$ cat src/rtl/reg_pipe_chain_pkg.sv
// Shared helpers for the reg_pipe_chain register pipeline.
package reg_pipe_chain_pkg;

    // Bits needed to count 0..depth valid stages.
    function automatic int occ_w(input int depth);
        return $clog2(depth + 1);
    endfunction

endpackage

$ cat src/rtl/reg_pipe_stage.sv
// One pipeline stage: a valid bit and a WIDTH-bit data register with load/clear.
module reg_pipe_stage #(
    parameter int               WIDTH     = 8,
    parameter logic [WIDTH-1:0] RESET_VAL = '0
) (
    input  logic             CLK,
    input  logic             reset,
    input  logic             flush,
    input  logic             load,
    input  logic             clear,
    input  logic [WIDTH-1:0] d_in,
    output logic             v,
    output logic [WIDTH-1:0] d
);

    // Data only moves on a transfer; a clear drops the valid bit but keeps d.
    always_ff @(posedge CLK) begin
        if (reset || flush) begin
            v <= 1'b0;
            d <= RESET_VAL;
        end else if (load) begin
            v <= 1'b1;
            d <= d_in;
        end else if (clear) begin
            v <= 1'b0;
        end
    end

endmodule

$ cat src/rtl/reg_pipe_chain.sv
// Flow-controlled register pipeline with bubble collapsing, flush and occupancy count.
module reg_pipe_chain
    import reg_pipe_chain_pkg::*;
#(
    parameter int               WIDTH     = 8,
    parameter int               DEPTH     = 4,
    parameter logic [WIDTH-1:0] RESET_VAL = '0
) (
    input  logic                      CLK,
    input  logic                      reset,
    input  logic                      flush,
    input  logic                      in_valid,
    output logic                      in_ready,
    input  logic [WIDTH-1:0]          in_data,
    output logic                      out_valid,
    input  logic                      out_ready,
    output logic [WIDTH-1:0]          out_data,
    output logic [occ_w(DEPTH)-1:0]   occupancy
);

    localparam int OCC_W = occ_w(DEPTH);

    logic [DEPTH:0]   rdy;
    logic [DEPTH-1:0] v;
    logic [DEPTH-1:0] src_v;
    logic [DEPTH-1:0] load;
    logic [DEPTH-1:0] clear;
    logic [WIDTH-1:0] d     [DEPTH];
    logic [WIDTH-1:0] src_d [DEPTH];

    // Ready ripples back from the output: an empty stage, or one that is
    // draining forward, can take a new word this cycle.
    always_comb begin
        rdy[DEPTH] = out_ready;
        for (int i = DEPTH - 1; i >= 0; i--) begin
            rdy[i] = !v[i] || rdy[i+1];
        end
    end

    always_comb begin
        src_v[0] = in_valid;
        src_d[0] = in_data;
        for (int i = 1; i < DEPTH; i++) begin
            src_v[i] = v[i-1];
            src_d[i] = d[i-1];
        end
        for (int i = 0; i < DEPTH; i++) begin
            load[i]  = rdy[i] && src_v[i];
            clear[i] = rdy[i] && !src_v[i];
        end
    end

    for (genvar i = 0; i < DEPTH; i++) begin : g_stage
        reg_pipe_stage #(
            .WIDTH     (WIDTH),
            .RESET_VAL (RESET_VAL)
        ) u_stage (
            .CLK   (CLK),
            .reset (reset),
            .flush (flush),
            .load  (load[i]),
            .clear (clear[i]),
            .d_in  (src_d[i]),
            .v     (v[i]),
            .d     (d[i])
        );
    end

    always_comb begin
        occupancy = '0;
        for (int i = 0; i < DEPTH; i++) begin
            occupancy = occupancy + OCC_W'(v[i]);
        end
    end

    assign in_ready  = rdy[0] && !flush;
    assign out_valid = v[DEPTH-1];
    assign out_data  = d[DEPTH-1];

endmodule
$ cat config.mk
export PLATFORM = sky130hd
export DESIGN_NAME = reg_pipe_chain
export DESIGN_NICKNAME = d
export VERILOG_FILES = /design/src/rtl/reg_pipe_chain_pkg.sv /design/src/rtl/reg_pipe_stage.sv /design/src/rtl/reg_pipe_chain.sv
export SDC_FILE = /design/constraint.sdc
export NUM_CORES = 1
export LEC_CHECK = 0
export ABC_AREA = 1
export BUFFER_PORTS_ARGS = -buffer_cell sky130_fd_sc_hd__buf_2
export CORE_UTILIZATION = 48
export DETAILED_ROUTE_END_ITERATION = 10
export PLACE_DENSITY = 0.7
export SLEW_MARGIN = 40
export SYNTH_ARGS = -nofsm -noshare
export SYNTH_HDL_FRONTEND = slang
export SYNTH_SLANG_ARGS = --single-unit
export TNS_END_PERCENT = 5
$ cat constraint.sdc
create_clock -name CLK -period 4.3 [get_ports CLK]
set_input_delay 0.43 -clock CLK [delete_from_list [all_inputs] [get_ports CLK]]
set_output_delay 0.43 -clock CLK [all_outputs]
set_load 0.05 [all_outputs]
Word level (Yosys, flattened, before mapping)
Index checks and enable logic that the tools add are counted.
{"block": "word_totals", "latchBits": 0, "output_inout_bits": 13, "ram_bits": 0, "rom_bits": 0, "wordCells": 43, "n_memories": 0, "in_bits": 13, "regBits": 36}
{"block": "classes", "shifts": 0, "n_mul": 0, "mux": 8, "div_mod_pow": 0, "magnitude_cmp": 0, "reduce_logical": 24, "n_bitwise": 0, "eq_ne": 0, "n_addsub": 3}
{"op": "logical AND 1 bit", "count": 9}
{"op": "two-way mux 1 bit", "count": 8}
{"op": "nonzero test 2 bit", "count": 4}
{"op": "logical NOT 1 bit", "count": 6}
{"op": "logical OR 1 bit", "count": 5}
{"op": "adder 2 x 1 -> 3 bit", "count": 1}
{"op": "adder 3 x 1 -> 3 bit", "count": 1}
{"op": "adder 1 x 1 -> 2 bit", "count": 1}

Logic depth before layout (Yosys ltp)
{"block": "depth", "depth_word": 8, "mapped_depth": 7}

By module
A second synthesis with hierarchy kept.
{"block": "unflattened", "hier_cells": 191, "hier_area_um2": 1426.4}
{"module": "reg_pipe_stage", "area_per_inst_um2": 319.1, "cells_each": 41, "instances": 4}
{"module": "reg_pipe_chain", "area_per_inst_um2": 150.1, "cells_each": 27, "instances": 1}

Least setup slack after synthesis
No wires, ideal clock.
{"block": "synth_timing", "path_kind": "register to output", "startpoint": "register g_stage[3].u_stage.v", "endpoint": "output port occupancy[1]", "stages_incl_launch_ff": 6, "arrival_ns": 2.031, "slack_ns": 1.839, "cell_sequence": "dfxtp_1 inv_2 fa_1 inv_1 ha_1 ha_1"}
{"block": "synth_between", "elab_chain_len": 1}
{"element": "start: declaration", "line_no": "reg_pipe_stage.sv:12", "text": "output logic v,"}
{"element": "start signal: assignment", "line_no": "reg_pipe_stage.sv:19", "text": "v <= 1'b0;"}
{"element": "start signal: assignment", "line_no": "reg_pipe_stage.sv:22", "text": "v <= 1'b1;"}
{"element": "start signal: assignment", "line_no": "reg_pipe_stage.sv:25", "text": "v <= 1'b0;"}
{"element": "adder 3 x 1 -> 3 bit", "line_no": "reg_pipe_chain.sv:72", "text": "occupancy = occupancy + OCC_W'(v[i]);"}
{"element": "end: declaration", "line_no": "reg_pipe_chain.sv:18", "text": "output logic [occ_w(DEPTH)-1:0] occupancy"}
Every way passes these cells.

Final worst setup path
{"block": "layout_timing", "startpoint": "register g_stage[1].u_stage.v", "endpoint": "output port occupancy[1]"}
{"block": "layout_between", "elab_chain_len": 3}
{"element": "start: declaration", "line_no": "reg_pipe_stage.sv:12"}
{"element": "start signal: assignment", "line_no": "reg_pipe_stage.sv:19"}
{"element": "start signal: assignment", "line_no": "reg_pipe_stage.sv:22"}
{"element": "start signal: assignment", "line_no": "reg_pipe_stage.sv:25"}
{"element": "adder 1 x 1 -> 2 bit", "line_no": "reg_pipe_chain.sv:72"}
{"element": "adder 2 x 1 -> 3 bit", "line_no": "reg_pipe_chain.sv:72"}
{"element": "adder 3 x 1 -> 3 bit", "line_no": "reg_pipe_chain.sv:72"}
Every way passes these cells.

==> flow_metrics.env <==
export IMPL_yosysSeqAreaShare=0.483
export IMPL_crit_arrival_ns=2.07
export IMPL_fin_tns_setup_ns=0
export IMPL_overflow=0
export IMPL_rows=19
export IMPL_yosys_area_top_type_share=0.483
export IMPL_portBuffers=25
export IMPL_reg2reg_to="g_stage[1].u_stage.d[7]"
export IMPL_ctsHtreeMaxLevel=2
export IMPL_min_delay_path_depth=5
export IMPL_power_frac_seq=0.560
export IMPL_vias_per_cell=4.69
export IMPL_crit_fanout=4
export IMPL_clock_skew_final_ns=0.00766
export IMPL_wl_um=2370
export IMPL_worst_slack_ns=1.80
export IMPL_synth_nets=207
export IMPL_cts_tree="built"
export IMPL_antenna_found_initial=0
export IMPL_min_period_ns=2.50
export IMPL_worstPathRequired_ns=3.87
export IMPL_cts_buffer_depth=2
export IMPL_synthCells=191
export IMPL_maxSlewViolCount=0
export IMPL_synth_distinct_cells=18
export IMPL_synth_compound_area_frac=0.114
export IMPL_intPower_mw=0.477
export IMPL_ys_flop_type="dfxtp_1"
export IMPL_p_comb_frac=0.067
export IMPL_post_cts_buffers=0
export IMPL_swShare=0.222
export IMPL_synthTopCellsByCount="nor2_1, dfxtp_1, o21ai_0"
export IMPL_ys_async_sr_fraction=0
export IMPL_synth_area_leaders="dfxtp_1, nor2_1, o21ai_0, buf_4, inv_1"
export IMPL_muxShareOfSynthArea=0
export IMPL_drive_above_1_share=0.199
export IMPL_min_path_type="in2reg"
export IMPL_coreArea_um2=2850
export IMPL_clk_pin_slew_ns=0.10
export IMPL_grt_pass1_vias=1032
export IMPL_fin_cells=242
export IMPL_drt_first_iter_violations=38
export IMPL_rsz0062_at_grt="no"
export IMPL_yosys_area_share_adder=0.0302
export IMPL_synth_top_family_by_area="simple AND/OR/NAND/NOR gates"
export IMPL_relSlewSlack=0.794
export IMPL_pre_cts_ws_ns=2.15
export IMPL_num_antenna_cells=0
export IMPL_synth_simple_area_share=0.253
export IMPL_clk_latency_ns=0.33
export IMPL_reg2reg_slack_ns=3.03
export IMPL_synth_edf_count=0
export IMPL_dieArea_um2=3340
export IMPL_status="complete, but fails checks"
export IMPL_design_portCount=26
export IMPL_clock_sinks=36
export IMPL_cts_made_buffers=5
export IMPL_grt_use_total=0.167
export IMPL_yosys_warnings=0
export IMPL_drc=3
export IMPL_synth_xor_area_frac=0
export IMPL_tightestPinTransition_ns=0.309
export IMPL_grt_pass1_wl_um=4220
export IMPL_pwr_share_clk=0.373
export IMPL_grt_max_degree=34
export IMPL_worstSetupStartpointType="flop"
export IMPL_worstSetupEndpointType="primary output"
export IMPL_fmax_mhz=399
export IMPL_p_leak_nw=0.789
export IMPL_die_width_um=57.8
export IMPL_area_delta_synth_final_pct=9.39
export IMPL_p_per_area_nw_per_um2=375
export IMPL_postRouteAntennaNets=0
export IMPL_vias=1136
export IMPL_reg2reg_depth=7
export IMPL_hold_ws_ns=0.408
export IMPL_drt_pass1_iterations=7
export IMPL_r2r_start="g_stage[3].u_stage.v"
export IMPL_cts_root_buf="clkbuf_4"
export IMPL_dp_hpwl_um=1690
export IMPL_avgSynthCellArea_um2=7.82
export IMPL_nets=226
export IMPL_critPathKind="reg2out"
export IMPL_yosysTopAreaCell="dfxtp_1"
export IMPL_synth_most_common_cell="nor2_1"
export IMPL_hold_viol_final=0
export IMPL_place_gp_congestion=0.778
export IMPL_post_cts_resized=0
export IMPL_die_y_um=57.8
export IMPL_synth_area_um2=1490
export IMPL_hold_buffers=0
export IMPL_max_cap_violations=0
export IMPL_violations="DRC"
export IMPL_dp_cells=234
export IMPL_vdd_ir_drop_max_mv=0.180
export IMPL_avgRoutedWirePerCell_um=9.79
export IMPL_min_to="g_stage[0].u_stage.d[4]"
export IMPL_p_switching_mw=0.136
export IMPL_synth_seq_cells=36
export IMPL_hp_start="in_data[4]"
export IMPL_total_power_mw=0.613
export IMPL_finalSetupViolCount=0
export IMPL_fin_crit_sh=0.582
export IMPL_start_util=0.523
logic make-up (layout without fill, tap and decap cells):
family / count (synthesis) / count (layout)
adders and majority gates: 3 / 3
DFF: 36 / 36
buffers and inverters: 33 / 53
and+or+nand+nor: 85 / 85
AOI/OAI and AO/OA: 34 / 34
worst max-delay path, cell delays in order, from the launching register on:
cell and delay, ns:
dfxtp_1 0.44, inv_1 0.10, fa_1 0.48, inv_1 0.04, ha_1 0.17, ha_1 0.26, buf_2 0.25
metrics by stage:
step	instance area, um2	utilization
3_3_place_gp	1560	0.546
3_5_place_dp	1560	0.546
6_report	1630	0.572
2_1_floorplan	1490	-
5_1_grt	1630	0.572
4_1_cts	1630	0.572
cell usage in the layout, fill, tap and decap left out, drive strengths merged:
cell type / instances
nor2: 64
dfxtp: 36
buf: 26
o21ai: 24
inv: 19
nand2: 11
a21oi: 10
nand3: 9
clkbuf: 6
ha: 2
nand4: 1
fa: 1
bufinv: 1
clkinv: 1
layout make-up:
class / count / area, um2
sequential: 36 / 721
clock buffer: 6 / 41.3
clock inverter: 2 / 35.0
multi-input combinational: 122 / 593
timing repair buffer: 26 / 133
tap: 31 / 38.8
inverter: 19 / 71.3
fill: 298 / 1220
per-layer routing:
layer,part of all wire,track usage,vias to the layer above
li1,-,-,632
met1,0.46,0.184,481
met2,0.49,0.284,21
met3,0.036,0.0737,2
met4,0.0080,0.0612,0
met5,0,0,-
registers in the layout, indices dropped and copies added, names as in the netlist:
register	cells
g_stage.u_stage.d	32
g_stage.u_stage.v	4
worst max-delay path by stage:
| stage | from | end | slack (ns) | depth (start not counted) |
|---|---|---|---|---|
| finish | g_stage[1].u_stage.v | occupancy[1] | 1.80 | 6 |
| global route | g_stage[0].u_stage.v | occupancy[1] | 1.67 | 6 |
| CTS | g_stage[1].u_stage.v | occupancy[1] | 1.77 | 6 |
| detailed placement | g_stage[0].u_stage.v | occupancy[1] | 2.15 | 6 |
| global placement | g_stage[0].u_stage.v | occupancy[1] | 2.19 | 6 |
| floorplan | g_stage[3].u_stage.v | occupancy[1] | 1.84 | 5 |
power groups by stage:
stage / Clock, mW / Sequential, mW / Combinational, mW
floorplan: 0 / 0.350 / 0.0329
global placement: 0 / 0.350 / 0.0399
detailed placement: 0 / 0.351 / 0.0416
CTS: 0.234 / 0.343 / 0.0417
global route: 0.253 / 0.344 / 0.0469
finish: 0.229 / 0.343 / 0.0411
Note: power is estimated with default switching activity, not from simulation.
